===== config.mk =====
export PLATFORM = sky130hd
export DESIGN_NAME = hpi_xfer_ctrl_flat
export DESIGN_NICKNAME = d
export VERILOG_FILES = /design/src/rtl/hpi_xfer_ctrl_if.sv /design/src/rtl/hpi_xfer_ctrl.sv /design/src/flat_wrapper.sv
export SDC_FILE = /design/constraint.sdc
export NUM_CORES = 1
export LEC_CHECK = 0
export CORE_AREA = 4 4 76 78
export CTS_BUF_LIST = sky130_fd_sc_hd__clkbuf_4
export CTS_CLUSTER_DIAMETER = 50
export DETAILED_ROUTE_END_ITERATION = 10
export DIE_AREA = 0 0 80 82
export PLACE_DENSITY = 0.85
export REMOVE_ABC_BUFFERS = 1
export SETUP_SLACK_MARGIN = 0.15
export SYNTH_ARGS = -nofsm -noshare
export SYNTH_HDL_FRONTEND = slang
export SYNTH_SLANG_ARGS = --single-unit
export TNS_END_PERCENT = 5

===== constraint.sdc =====
create_clock -name Clk -period 3.2 [get_ports Clk]
set_input_delay 0.8 -clock Clk [delete_from_list [all_inputs] [get_ports Clk]]
set_output_delay 0.8 -clock Clk [all_outputs]
set_load 0.02 [all_outputs]

===== src/rtl/hpi_xfer_ctrl_if.sv =====
// HPI transaction bus: request/data handshake toward the Nios glue logic and
// the OTG_* pin-side signals. The slave modport is the transaction engine's view.
interface hpi_xfer_ctrl_if #(
  parameter int DATA_W    = 16,
  parameter int ADDR_W    = 2,
  parameter int MAX_BURST = 8
);
  localparam int LEN_W = $clog2(MAX_BURST + 1);

  logic              req_valid;
  logic              req_ready;
  logic              req_write;
  logic [ADDR_W-1:0] req_addr;
  logic [LEN_W-1:0]  req_len;
  logic [DATA_W-1:0] wr_data;
  logic              wr_pop;
  logic [DATA_W-1:0] rd_data;
  logic              rd_valid;
  logic              done;
  logic              busy;
  logic [ADDR_W-1:0] otg_addr;
  logic [DATA_W-1:0] otg_data_out;
  logic              otg_data_oe;
  logic [DATA_W-1:0] otg_data_in;
  logic              otg_cs_n;
  logic              otg_rd_n;
  logic              otg_wr_n;

  modport slave (
    input  req_valid, req_write, req_addr, req_len, wr_data, otg_data_in,
    output req_ready, wr_pop, rd_data, rd_valid, done, busy,
           otg_addr, otg_data_out, otg_data_oe, otg_cs_n, otg_rd_n, otg_wr_n
  );

  modport master (
    output req_valid, req_write, req_addr, req_len, wr_data, otg_data_in,
    input  req_ready, wr_pop, rd_data, rd_valid, done, busy,
           otg_addr, otg_data_out, otg_data_oe, otg_cs_n, otg_rd_n, otg_wr_n
  );
endinterface


===== src/rtl/hpi_xfer_ctrl.sv =====
// CY7C67200 HPI burst engine: sequences CS_N/RD_N/WR_N with setup/strobe/hold timing.
// Optional macro HPI_BEAT_COUNT_EN adds a free-running completed-beat counter output.
module hpi_xfer_ctrl #(
  parameter int DATA_W     = 16,
  parameter int ADDR_W     = 2,
  parameter int SETUP_CYC  = 2,
  parameter int STROBE_CYC = 4,
  parameter int HOLD_CYC   = 2,
  parameter int MAX_BURST  = 8
) (
  input  logic           Clk,
  input  logic           Reset_n,
  hpi_xfer_ctrl_if.slave bus
`ifdef HPI_BEAT_COUNT_EN
  ,
  output logic [31:0]    beat_count
`endif
);
  localparam int LEN_W   = $clog2(MAX_BURST + 1);
  localparam int SS_MAX  = (SETUP_CYC > STROBE_CYC) ? SETUP_CYC : STROBE_CYC;
  localparam int CNT_MAX = (SS_MAX > HOLD_CYC) ? SS_MAX : HOLD_CYC;
  localparam int CNT_W   = $clog2(CNT_MAX + 1);

  localparam logic [CNT_W-1:0] SETUP_LAST  = CNT_W'(SETUP_CYC - 1);
  localparam logic [CNT_W-1:0] STROBE_LAST = CNT_W'(STROBE_CYC - 1);
  localparam logic [CNT_W-1:0] HOLD_LAST   = CNT_W'(HOLD_CYC - 1);
  localparam logic [LEN_W-1:0] MAX_LEN     = LEN_W'(MAX_BURST);

  typedef enum logic [2:0] {S_IDLE, S_SETUP, S_STROBE, S_HOLD, S_DONE} state_t;

  state_t            state_q, state_d;
  logic [CNT_W-1:0]  cyc_q, cyc_d;
  logic [LEN_W-1:0]  rem_q, rem_d;
  logic              write_q, write_d;
  logic [ADDR_W-1:0] addr_q, addr_d;
  logic [DATA_W-1:0] dout_q, dout_d;
  logic [DATA_W-1:0] rdat_q, rdat_d;
  logic              rd_valid_q, rd_valid_d;
  logic [LEN_W-1:0]  eff_len;
  logic              beat_end;

  assign beat_end = (state_q == S_HOLD) && (cyc_q == HOLD_LAST);

  // Zero-length requests still move one beat; oversize requests are clipped.
  always_comb begin
    if (bus.req_len == '0)
      eff_len = LEN_W'(1);
    else if (bus.req_len > MAX_LEN)
      eff_len = MAX_LEN;
    else
      eff_len = bus.req_len;
  end

  always_ff @(posedge Clk) begin
    if (!Reset_n) begin
      state_q    <= S_IDLE;
      cyc_q      <= '0;
      rem_q      <= '0;
      write_q    <= 1'b0;
      addr_q     <= '0;
      dout_q     <= '0;
      rdat_q     <= '0;
      rd_valid_q <= 1'b0;
    end else begin
      state_q    <= state_d;
      cyc_q      <= cyc_d;
      rem_q      <= rem_d;
      write_q    <= write_d;
      addr_q     <= addr_d;
      dout_q     <= dout_d;
      rdat_q     <= rdat_d;
      rd_valid_q <= rd_valid_d;
    end
  end

  always_comb begin
    state_d    = state_q;
    cyc_d      = cyc_q;
    rem_d      = rem_q;
    write_d    = write_q;
    addr_d     = addr_q;
    dout_d     = dout_q;
    rdat_d     = rdat_q;
    rd_valid_d = 1'b0;
    unique case (state_q)
      S_IDLE: begin
        if (bus.req_valid) begin
          state_d = S_SETUP;
          cyc_d   = '0;
          rem_d   = eff_len - LEN_W'(1);
          write_d = bus.req_write;
          addr_d  = bus.req_addr;
        end
      end
      S_SETUP: begin
        if (write_q && cyc_q == '0)
          dout_d = bus.wr_data;
        if (cyc_q == SETUP_LAST) begin
          state_d = S_STROBE;
          cyc_d   = '0;
        end else begin
          cyc_d = cyc_q + CNT_W'(1);
        end
      end
      S_STROBE: begin
        if (cyc_q == STROBE_LAST) begin
          state_d = S_HOLD;
          cyc_d   = '0;
          if (!write_q) begin
            rdat_d     = bus.otg_data_in;
            rd_valid_d = 1'b1;
          end
        end else begin
          cyc_d = cyc_q + CNT_W'(1);
        end
      end
      S_HOLD: begin
        if (beat_end) begin
          cyc_d = '0;
          if (rem_q == '0) begin
            state_d = S_DONE;
          end else begin
            state_d = S_SETUP;
            rem_d   = rem_q - LEN_W'(1);
          end
        end else begin
          cyc_d = cyc_q + CNT_W'(1);
        end
      end
      S_DONE:  state_d = S_IDLE;
      default: state_d = S_IDLE;
    endcase
  end

  // CS_N spans every beat of a burst; data is only driven once wr_data is registered.
  always_comb begin
    bus.req_ready    = (state_q == S_IDLE);
    bus.busy         = (state_q != S_IDLE);
    bus.done         = (state_q == S_DONE);
    bus.otg_cs_n     = !(state_q inside {S_SETUP, S_STROBE, S_HOLD});
    bus.otg_rd_n     = !((state_q == S_STROBE) && !write_q);
    bus.otg_wr_n     = !((state_q == S_STROBE) && write_q);
    bus.wr_pop       = (state_q == S_SETUP) && write_q && (cyc_q == '0);
    bus.otg_data_oe  = write_q && (((state_q == S_SETUP) && (cyc_q != '0)) ||
                                   (state_q == S_STROBE) || (state_q == S_HOLD));
    bus.otg_addr     = addr_q;
    bus.otg_data_out = dout_q;
    bus.rd_data      = rdat_q;
    bus.rd_valid     = rd_valid_q;
  end

`ifdef HPI_BEAT_COUNT_EN
  logic [31:0] beat_cnt_q, beat_cnt_d;

  always_comb beat_cnt_d = beat_end ? beat_cnt_q + 32'd1 : beat_cnt_q;

  always_ff @(posedge Clk) begin
    if (!Reset_n) beat_cnt_q <= '0;
    else          beat_cnt_q <= beat_cnt_d;
  end

  assign beat_count = beat_cnt_q;
`endif
endmodule


===== src/flat_wrapper.sv =====
// flat-port wrapper written by rule: the top's interface ports become plain ports
module hpi_xfer_ctrl_flat 
#(
  parameter int DATA_W     = 16,
  parameter int ADDR_W     = 2,
  parameter int SETUP_CYC  = 2,
  parameter int STROBE_CYC = 4,
  parameter int HOLD_CYC   = 2,
  parameter int MAX_BURST  = 8
)
  (Clk, Reset_n, bus_req_valid, bus_req_write, bus_req_addr, bus_req_len, bus_wr_data, bus_otg_data_in, bus_req_ready, bus_wr_pop, bus_rd_data, bus_rd_valid, bus_done, bus_busy, bus_otg_addr, bus_otg_data_out, bus_otg_data_oe, bus_otg_cs_n, bus_otg_rd_n, bus_otg_wr_n);
  hpi_xfer_ctrl_if #(.DATA_W(DATA_W), .ADDR_W(ADDR_W), .MAX_BURST(MAX_BURST)) bus_i ();
  input  logic Clk;
  input  logic Reset_n;
  input wire logic [$bits(bus_i.req_valid)-1:0] bus_req_valid;
  input wire logic [$bits(bus_i.req_write)-1:0] bus_req_write;
  input wire logic [$bits(bus_i.req_addr)-1:0] bus_req_addr;
  input wire logic [$bits(bus_i.req_len)-1:0] bus_req_len;
  input wire logic [$bits(bus_i.wr_data)-1:0] bus_wr_data;
  input wire logic [$bits(bus_i.otg_data_in)-1:0] bus_otg_data_in;
  output wire logic [$bits(bus_i.req_ready)-1:0] bus_req_ready;
  output wire logic [$bits(bus_i.wr_pop)-1:0] bus_wr_pop;
  output wire logic [$bits(bus_i.rd_data)-1:0] bus_rd_data;
  output wire logic [$bits(bus_i.rd_valid)-1:0] bus_rd_valid;
  output wire logic [$bits(bus_i.done)-1:0] bus_done;
  output wire logic [$bits(bus_i.busy)-1:0] bus_busy;
  output wire logic [$bits(bus_i.otg_addr)-1:0] bus_otg_addr;
  output wire logic [$bits(bus_i.otg_data_out)-1:0] bus_otg_data_out;
  output wire logic [$bits(bus_i.otg_data_oe)-1:0] bus_otg_data_oe;
  output wire logic [$bits(bus_i.otg_cs_n)-1:0] bus_otg_cs_n;
  output wire logic [$bits(bus_i.otg_rd_n)-1:0] bus_otg_rd_n;
  output wire logic [$bits(bus_i.otg_wr_n)-1:0] bus_otg_wr_n;
  assign bus_i.req_valid = bus_req_valid;
  assign bus_i.req_write = bus_req_write;
  assign bus_i.req_addr = bus_req_addr;
  assign bus_i.req_len = bus_req_len;
  assign bus_i.wr_data = bus_wr_data;
  assign bus_i.otg_data_in = bus_otg_data_in;
  assign bus_req_ready = bus_i.req_ready;
  assign bus_wr_pop = bus_i.wr_pop;
  assign bus_rd_data = bus_i.rd_data;
  assign bus_rd_valid = bus_i.rd_valid;
  assign bus_done = bus_i.done;
  assign bus_busy = bus_i.busy;
  assign bus_otg_addr = bus_i.otg_addr;
  assign bus_otg_data_out = bus_i.otg_data_out;
  assign bus_otg_data_oe = bus_i.otg_data_oe;
  assign bus_otg_cs_n = bus_i.otg_cs_n;
  assign bus_otg_rd_n = bus_i.otg_rd_n;
  assign bus_otg_wr_n = bus_i.otg_wr_n;
  hpi_xfer_ctrl #(.DATA_W(DATA_W), .ADDR_W(ADDR_W), .SETUP_CYC(SETUP_CYC), .STROBE_CYC(STROBE_CYC), .HOLD_CYC(HOLD_CYC), .MAX_BURST(MAX_BURST)) u_core (.Clk(Clk), .Reset_n(Reset_n), .bus(bus_i));
endmodule

======== Yosys cells after proc, flatten, opt, wreduce, memory -nomap -nowiden ========
Index checks and enable logic that the tools add are counted.
cells by class
  $add $sub $neg .......................... 3
  multipliers ............................. 0
  divide/modulo/power cells ............... 0
  order comparisons ....................... 1
  equality and inequality tests ........... 11
  shift-type cells ........................ 0
  muxes and demuxes ....................... 18
  bitwise operators ....................... 1
  reductions and logical operators ........ 30
operators by type and width
  cell                   count
  $mux W3                9
  $pmux W3 S4            2
  $mux W4                5
  $eq A3 B2 Y1 const B   3
  $reduce_bool A3 Y1     3
  $logic_and A1 B1 Y1    8
  $logic_not A4 Y1       2
  $pmux W4 S2            1
  $reduce_and A4 Y1      2
  $sub A4 B1 Y4 const B  2
  $eq A3 B1 Y1 const B   2
  $logic_not A3 Y1       2
  $ne A2 B1 Y1 const B   3
  $reduce_and A2 Y1      3
  $reduce_and A3 Y1      2
  $gt A4 B4 Y1 const B   1
  $logic_not A1 Y1       4
  $ne A2 B2 Y1 const B   2
  $reduce_bool A4 Y1     1
  $add A3 B1 Y3 const B  1
  $eq A3 B3 Y1 const B   1
  $logic_or A1 B1 Y1     2
  $reduce_bool A2 Y1     1
  $mux W1                1
  $not A1 Y1             1
word-level totals
  register bits after elaboration ......... 46
  latch bits .............................. 0
  RAM bits ................................ 0
  bits in read-only memories .............. 0
  input bits .............................. 42
  output and inout port bits .............. 43
  memories ................................ 0

======== Depth between registers and ports, before layout ========
Gate-level depths: netlist (run 1).
  depth in word-level cells ............... 6
  depth in mapped cells ................... 9
  gate-level depth less buffers ........... 8

======== Worst setup path after synthesis (run 1) ========
No wires, ideal clock.
  kind .................................... register to output
  from .................................... register u_core.cyc_q[0]
  to ...................................... output port bus_wr_pop
  arrival ................................. 1431 ps
  setup slack ............................. 969 ps
  stages on the path, launching flop included .. 8
  path buffers ............................ 2
  path through ............................ dfxtp_1 inv_1 ha_1 nand2b_1 or4b_4 buf_6 buf_6 inv_2
on the way
  cells in the longest elaborated chain, start to end .. 2
ends and longest elaborated chain
  element                 line                  source
  from (decl)             hpi_xfer_ctrl.sv:32   logic [CNT_W-1:0] cyc_q, cyc_d;
  from (signal assigned)  hpi_xfer_ctrl.sv:66   cyc_q <= cyc_d;
  $logic_not A3 Y1        hpi_xfer_ctrl.sv:143  bus.wr_pop = (state_q == S_SETUP) && write_q && (cyc_q == '0);
  $logic_and A1 B1 Y1     hpi_xfer_ctrl.sv:143
  to (decl)               flat_wrapper.sv:22    output wire logic [$bits(bus_i.wr_pop)-1:0] bus_wr_pop;
Every way passes these cells.

======== Worst setup path in the final report (run 1) ========
  from .................................... register u_core.state_q[1]
  to ...................................... output port bus_otg_wr_n
on the way
  cells in the longest elaborated chain, start to end .. 3
ends and longest elaborated chain
  element                 line                  source
  from (decl)             hpi_xfer_ctrl.sv:31   state_t state_q, state_d;
  from (signal assigned)  hpi_xfer_ctrl.sv:65   state_q <= state_d;
  $eq A3 B2 Y1            hpi_xfer_ctrl.sv:142  bus.otg_wr_n = !((state_q == S_STROBE) && write_q);
  $logic_and A1 B1 Y1     hpi_xfer_ctrl.sv:142
  $logic_not A1 Y1        hpi_xfer_ctrl.sv:142
  to (decl)               flat_wrapper.sv:32    output wire logic [$bits(bus_i.otg_wr_n)-1:0] bus_otg_wr_n;
Every way passes these cells.

==> impl_results.md, run 1 <==
- Commonest non-fill, non-tap cell in the layout: clkdlybuf4s50_1
- Largest fanout on the critical path: 14
- Clk pin slew, worst setup/hold paths: 0.13 ns
- # placed instances: 376
- Worst clock skew: 0.00887 ns
- Critical Path Sink Type: output port
- Synth warn: 0
- Post-synthesis cell type count: 43
- Slew headroom: 0.578
- Grt ovf: 0
- Die Area: 0.00656 mm^2
- Post-synth EDFFs: 0
- Post-route clock period utilization: 0.860
- Pin count of the biggest net entering global routing: 19
- Worst-Margin Slew: 0.627 ns
- Post-route DRC: 0
- Power Dens Cells: 403 mW/mm^2
- Synth top area share: 0.461
- Clk buf depth: 2
- First-pass GRT wire length: 7700 um
- Final Net Count: 361
- Vias in the first global route: 1747
- R2R cell count: 8
- Register bit count reported by yosys: 46
- Mapped Avg Cell Area: 8.61 um^2
- Unrepaired setup endpoints after global routing: false
- Final count of hold timing violations: 0
- Row count: 26
- Min Hold Slack: 0.447 ns
- Fill count: 457
- Syn Inst Count: 232
- Pins Over Slew Limit: 0
- Fin cells: 384
- Period minus WS final: 2.75 ns
- Htree depth: 2
- I/O Buffers: 84
- Synth area leader: dfxtp_1
- R2r endpoint: u_core.rem_q[2]
- Max-capacitance violation count: 0
- DPL Wire Length: 3880 um
- Worst hold stages: 2
- Standby leakage power: 1.21 nW
- Area Growth Syn to Fin: 48.7%
- Initial antenna violation count: 0
- Req. time, crit path: 2.40 ns
- CTS tree: built
- Post-synth top flop: dfxtp_1
- Clk_lat worst skew: 0.35 ns
- TritonCTS Buffers: 5
- DRT antenna net count: 0
- Worst VDD drop: 0.161 mV
- Drt wl/cell: 12.9 um
- Hold Crit Class: register to register
- Initial Utilization: 0.393
- Fmax: 363 MHz
- Setup TNS: 0 ns
- GP Congestion: 0.807
- RR Startpoint: u_core.state_q[1]
- CORE AREA: 0.00507 mm^2
- R2r setup slk: 1.33 ns
- Via count: 1865
- # diodes: 0
- Most frequent cells in the layout: 83 x clkdlybuf4s50_1, 44 x dfxtp_1, 40 x nand2_1
- Area contributors post-synth: dfxtp_1 46%, mux2i_1 8.0%, nand2_1 7.5%
- Critical path launch point type: register
- GRT Overall Usage: 0.150
- Min-delay src: u_core.rem_q[3]
- DR vias/cell: 4.86
- Starting DRT DRC Count: 47
- WP data arrival: 1.95 ns
- DRT Wirelength: 4970 um
- Share of layout cells above drive strength 1: 0.0605
- Endpoint, Worst Hold: u_core.rem_q[3]
- Part of the Yosys area used for sequential elements: 0.461
- # IOs: 85
- DIE WIDTH: 80 um
- CP Class: register to output port
- Clock tree root driver cell: clkbuf_4
- Status: finished, final reports clean
- Post-CTS Setup Inserts: 0
- DRT Pass-1 Iters: 4
- Die Height: 82 um
- Synth Cell Area: 0.00200 mm^2
- Ys async rst share: 0
- Endpoints failing setup: 0
- Clk sinks: 46
[flip-flops by register name, summed over array words and instances (netlist names)]
signal and cells:
u_core.rem_q 4, u_core.bus.otg_data_out 16, u_core.bus.otg_addr 2, u_core.bus.rd_data 16, u_core.state_q 3, u_core.bus.rd_valid 1, u_core.write_q 1, u_core.cyc_q 3
[kinds of logic (layout without fill, tap and decap cells)]
family,Yosys count,in the layout,share of synthesized area
fa+ha+maj,6,6,0.0376
flops,46,46,0.461
buf+inv,23,105,0.0514
simple gates,93,93,0.226
compound gates,47,47,0.140
xor+xnor,1,1,0.00439
mux,16,16,0.0802
[worst max-delay path by stage]
stage                      end  depth (start not counted)              start
2_1_floorplan       bus_wr_pop                          3  u_core.state_q[2]
3_3_place_gp        bus_wr_pop                          4  u_core.state_q[2]
3_5_place_dp        bus_wr_pop                          4  u_core.state_q[2]
4_1_cts             bus_wr_pop                          4  u_core.state_q[2]
5_1_grt        bus_otg_data_oe                          6    u_core.cyc_q[0]
6_report          bus_otg_wr_n                          3  u_core.state_q[1]
[timing repair]
action                                  in CTS  in global routing
hold buffers                                 0                  0
gates resized for setup                      0                  3
endpoints found under the setup margin       0                  1
[cell usage after synthesis (2+ instances only)]
cell type / count
dfxtp_1: 46
nand2_1: 40
a21oi_1: 26
nor2_1: 22
mux2i_1: 16
clkbuf_1: 10
inv_1: 8
ha_1: 6
nand3_1: 6
nand2b_1: 5
o21ai_0: 5
and3_1: 3
nor2b_1: 3
a31oi_1: 2
buf_6: 2
inv_2: 2
o21a_1: 2
o21bai_1: 2
or3_1: 2
[metrics by stage]
step            util  area [um^2]  setup WS (ns)  total power, mW
3_3_place_gp   0.568         2880          0.603            0.848
4_1_cts        0.584         2970          0.171             1.21
5_1_grt        0.585         2970          0.277             1.26
3_5_place_dp   0.568         2880          0.578            0.853
2_1_floorplan      -         1930           1.03            0.737
6_report       0.585         2970          0.448             1.20
[layer usage]
layer  GRT usage  vias up  share of wire
met5           0        -              0
met4      0.0456        0         0.0085
met3      0.0439        5          0.059
met2       0.278       45           0.52
met1       0.165      863           0.41
li1            -      952              -
[report_power, final]
part,internal (mW),switching (mW),total [mW]
sequential,0.592,0.0246,0.617
combinational,0.120,0.105,0.225
clock,0.173,0.181,0.354
[final cells by class]
type | instances | area [um^2] | area share
multi-input cells | 163 | 973 | 0.328
flip-flops and latches | 46 | 923 | 0.311
repair buffers | 87 | 866 | 0.291
well taps | 70 | 87.6 | 0.0295
clock buffers | 6 | 45.0 | 0.0152
clock inverters | 2 | 37.5 | 0.0126
inverters | 10 | 37.5 | 0.0126
[critical path: stages (launching register included)]
cell and delay [ns]:
dfxtp_1 0.58, nand2b_1 0.14, or2_2 0.32, clkdlybuf4s50_1 0.56
No activity file was read; power rests on OpenSTA's default activity.
==> inputs of run 2 (changes only) <==
--- a/config.mk
+++ b/config.mk
@@ -5,12 +5,13 @@
 export SDC_FILE = /design/constraint.sdc
 export NUM_CORES = 1
 export LEC_CHECK = 0
-export CORE_AREA = 4 4 76 78
+export CAP_MARGIN = 20
+export CORE_AREA = 4 4 63 94
 export CTS_BUF_LIST = sky130_fd_sc_hd__clkbuf_4
 export CTS_CLUSTER_DIAMETER = 50
 export DETAILED_ROUTE_END_ITERATION = 10
-export DIE_AREA = 0 0 80 82
-export PLACE_DENSITY = 0.85
+export DIE_AREA = 0 0 67 98
+export PLACE_DENSITY = 0.84
 export REMOVE_ABC_BUFFERS = 1
 export SETUP_SLACK_MARGIN = 0.15
 export SYNTH_ARGS = -nofsm -noshare
==> run 2 against run 1 <==
  * Via count rose by 1.6%
  * Setup slack got worse by 0.028 ns
  * Utilization decreased by 0.63 points
  * Power fell by 8.5%
  * Critical path type unchanged
  * Sequential cell count unchanged
==> impl_results.md, run 2 (same netlist as run 1, synthesis figures left out) <==
- Status: finished, final reports clean
- CTS tree: built
- TritonCTS Buffers: 5 (unchanged)
- Total Power: 1.09 mW (-8.5%)
- Die Area: 0.00657 mm^2 (about the same)
- Final count of hold timing violations: 0 (unchanged)
- Htree depth: 2 (unchanged)
- Worst clock skew: 0.00899 ns (+0.000129 ns)
- Critical Path Sink Type: output port
- Pins Over Slew Limit: 0 (unchanged)
- Power Dens Cells: 372 mW/mm^2 (-7.7%)
- Largest fanout on the critical path: 17 (+3)
- Worst-Margin Slew: 0.666 ns (+0.0390 ns)
- Setup TNS: 0 ns (unchanged)
- DIE WIDTH: 67 um (-16%)
- I/O Buffers: 84 (unchanged)
- Final Net Count: 361 (unchanged)
- Clk buf depth: 2 (unchanged)
- Period minus WS final: 2.78 ns (+0.0283 ns)
- Row count: 32 (+23%)
- Commonest non-fill, non-tap cell in the layout: clkdlybuf4s50_1
- Initial Utilization: 0.393 (-0.000775)
- Slew headroom: 0.555 (-0.0234)
- Most frequent cells in the layout: 83 x clkdlybuf4s50_1, 45 x dfxtp_1, 40 x nand2_1
- # placed instances: 374 (-0.53%)
- Clock tree root driver cell: clkbuf_4
- Max-capacitance violation count: 0 (unchanged)
- Post-route DRC: 0 (unchanged)
- Post-CTS Setup Inserts: 0 (unchanged)
- Cts hold-fix bufs: 0 (unchanged)
- Post-CTS Resized: 0 (unchanged)
- Via count: 1894 (+1.6%)
- Hold Crit Class: register to register
- Placed Area: 0.00289 mm^2 (+0.35%)
- # IOs: 85 (unchanged)
- Initial antenna violation count: 0 (unchanged)
- Design area: 0.00294 mm^2 (-0.88%)
- Critical path launch point type: register
- Die Height: 98 um (+20%)
- # diodes: 0 (unchanged)
- Grt ovf: 0 (unchanged)
- Post-route clock period utilization: 0.869 (+0.00883)
- CORE AREA: 0.00508 mm^2 (+0.20%)
- DPL Wire Length: 4040 um (+4.0%)
- Fin cells: 381 (-0.78%)
- Pin count of the biggest net entering global routing: 25 (+6)
- GP Congestion: 0.807 (about the same)
- Standby leakage power: 1.20 nW (-0.53%)
- Worst VDD drop: 0.142 mV (-11%)
- Clk pin slew, worst setup/hold paths: 0.13 ns (about the same)
- First-pass GRT wire length: 8450 um (+9.7%)
- DRT Pass-1 Iters: 4 (unchanged)
- Clk sinks: 46 (unchanged)
- DRT antenna net count: 0 (unchanged)
- GRT Overall Usage: 0.164 (+0.0138)
- Fmax: 360 MHz (-1.0%)
- Area Growth Syn to Fin: 47.4%
- Setup ws final: 0.419 ns (-0.0283 ns)
- DR vias/cell: 4.97 (+2.4%)
- Clk_lat worst skew: 0.35 ns (about the same)
- Unrepaired setup endpoints after global routing: false
- Starting DRT DRC Count: 87 (+85%)
- Pre-CTS setup slack: 0.634 ns (+0.0561 ns)
- Drt wl/cell: 13.5 um (+4.3%)
- DRT Wirelength: 5140 um (+3.5%)
- Share of layout cells above drive strength 1: 0.0543 (-0.00620)
- Vias in the first global route: 1863 (+6.6%)
- Req. time, crit path: 2.40 ns (about the same)
- CP Class: register to output port
- R2r setup slk: 1.34 ns (about the same)
- Endpoints failing setup: 0 (unchanged)
- WP data arrival: 1.98 ns (+0.03 ns)
run 2: where the power goes:
part           total (mW)  switching, mW  internal (mW)
logic               0.225          0.105          0.120
registers           0.616         0.0240          0.592
clock network       0.253          0.174         0.0793
total                1.09          0.303          0.792
run 2: critical path, cell delays in order, from the launching register on:
cell and delay, ns:
dfxtp_1 0.33, buf_4 0.17, or3_1 0.41, inv_2 0.09
clkdlybuf4s50_1 0.63
run 2: path summary, 6_finish.rpt:
| path | startpoint | to | cells after the start |
|---|---|---|---|
| max | u_core.state_q[2] | bus_req_ready | 4 |
| min | u_core.rem_q[3] | u_core.rem_q[3] | 2 |
| max reg2reg | u_core.state_q[1] | u_core.rem_q[2] | 8 |
| min reg2reg | u_core.rem_q[3] | u_core.rem_q[3] | 2 |
run 2: area by class of cell:
class / count / area, um^2
clock buffers: 5 / 37.5
clock inverters: 2 / 10.0
fillers: 447 / 2140
inverters: 10 / 37.5
multi-input cells: 163 / 973
flip-flops and latches: 46 / 922
well taps: 68 / 85.1
repair buffers: 87 / 878
run 2: metal layers:
layer | part of all wire | track usage | vias up
li1 | - | - | 943
met1 | 0.38 | 0.172 | 873
met2 | 0.53 | 0.300 | 67
met3 | 0.069 | 0.0380 | 11
met4 | 0.022 | 0.0672 | 0
met5 | 0 | 0 | -
run 2: per-stage QoR:
| stage | hold WS, ns | utilization |
|---|---|---|
| floorplan | 0.412 | - |
| global placement | 0.425 | 0.569 |
| detailed placement | 0.432 | 0.569 |
| CTS | 0.449 | 0.578 |
| global route | 0.468 | 0.579 |
| finish | 0.450 | 0.579 |
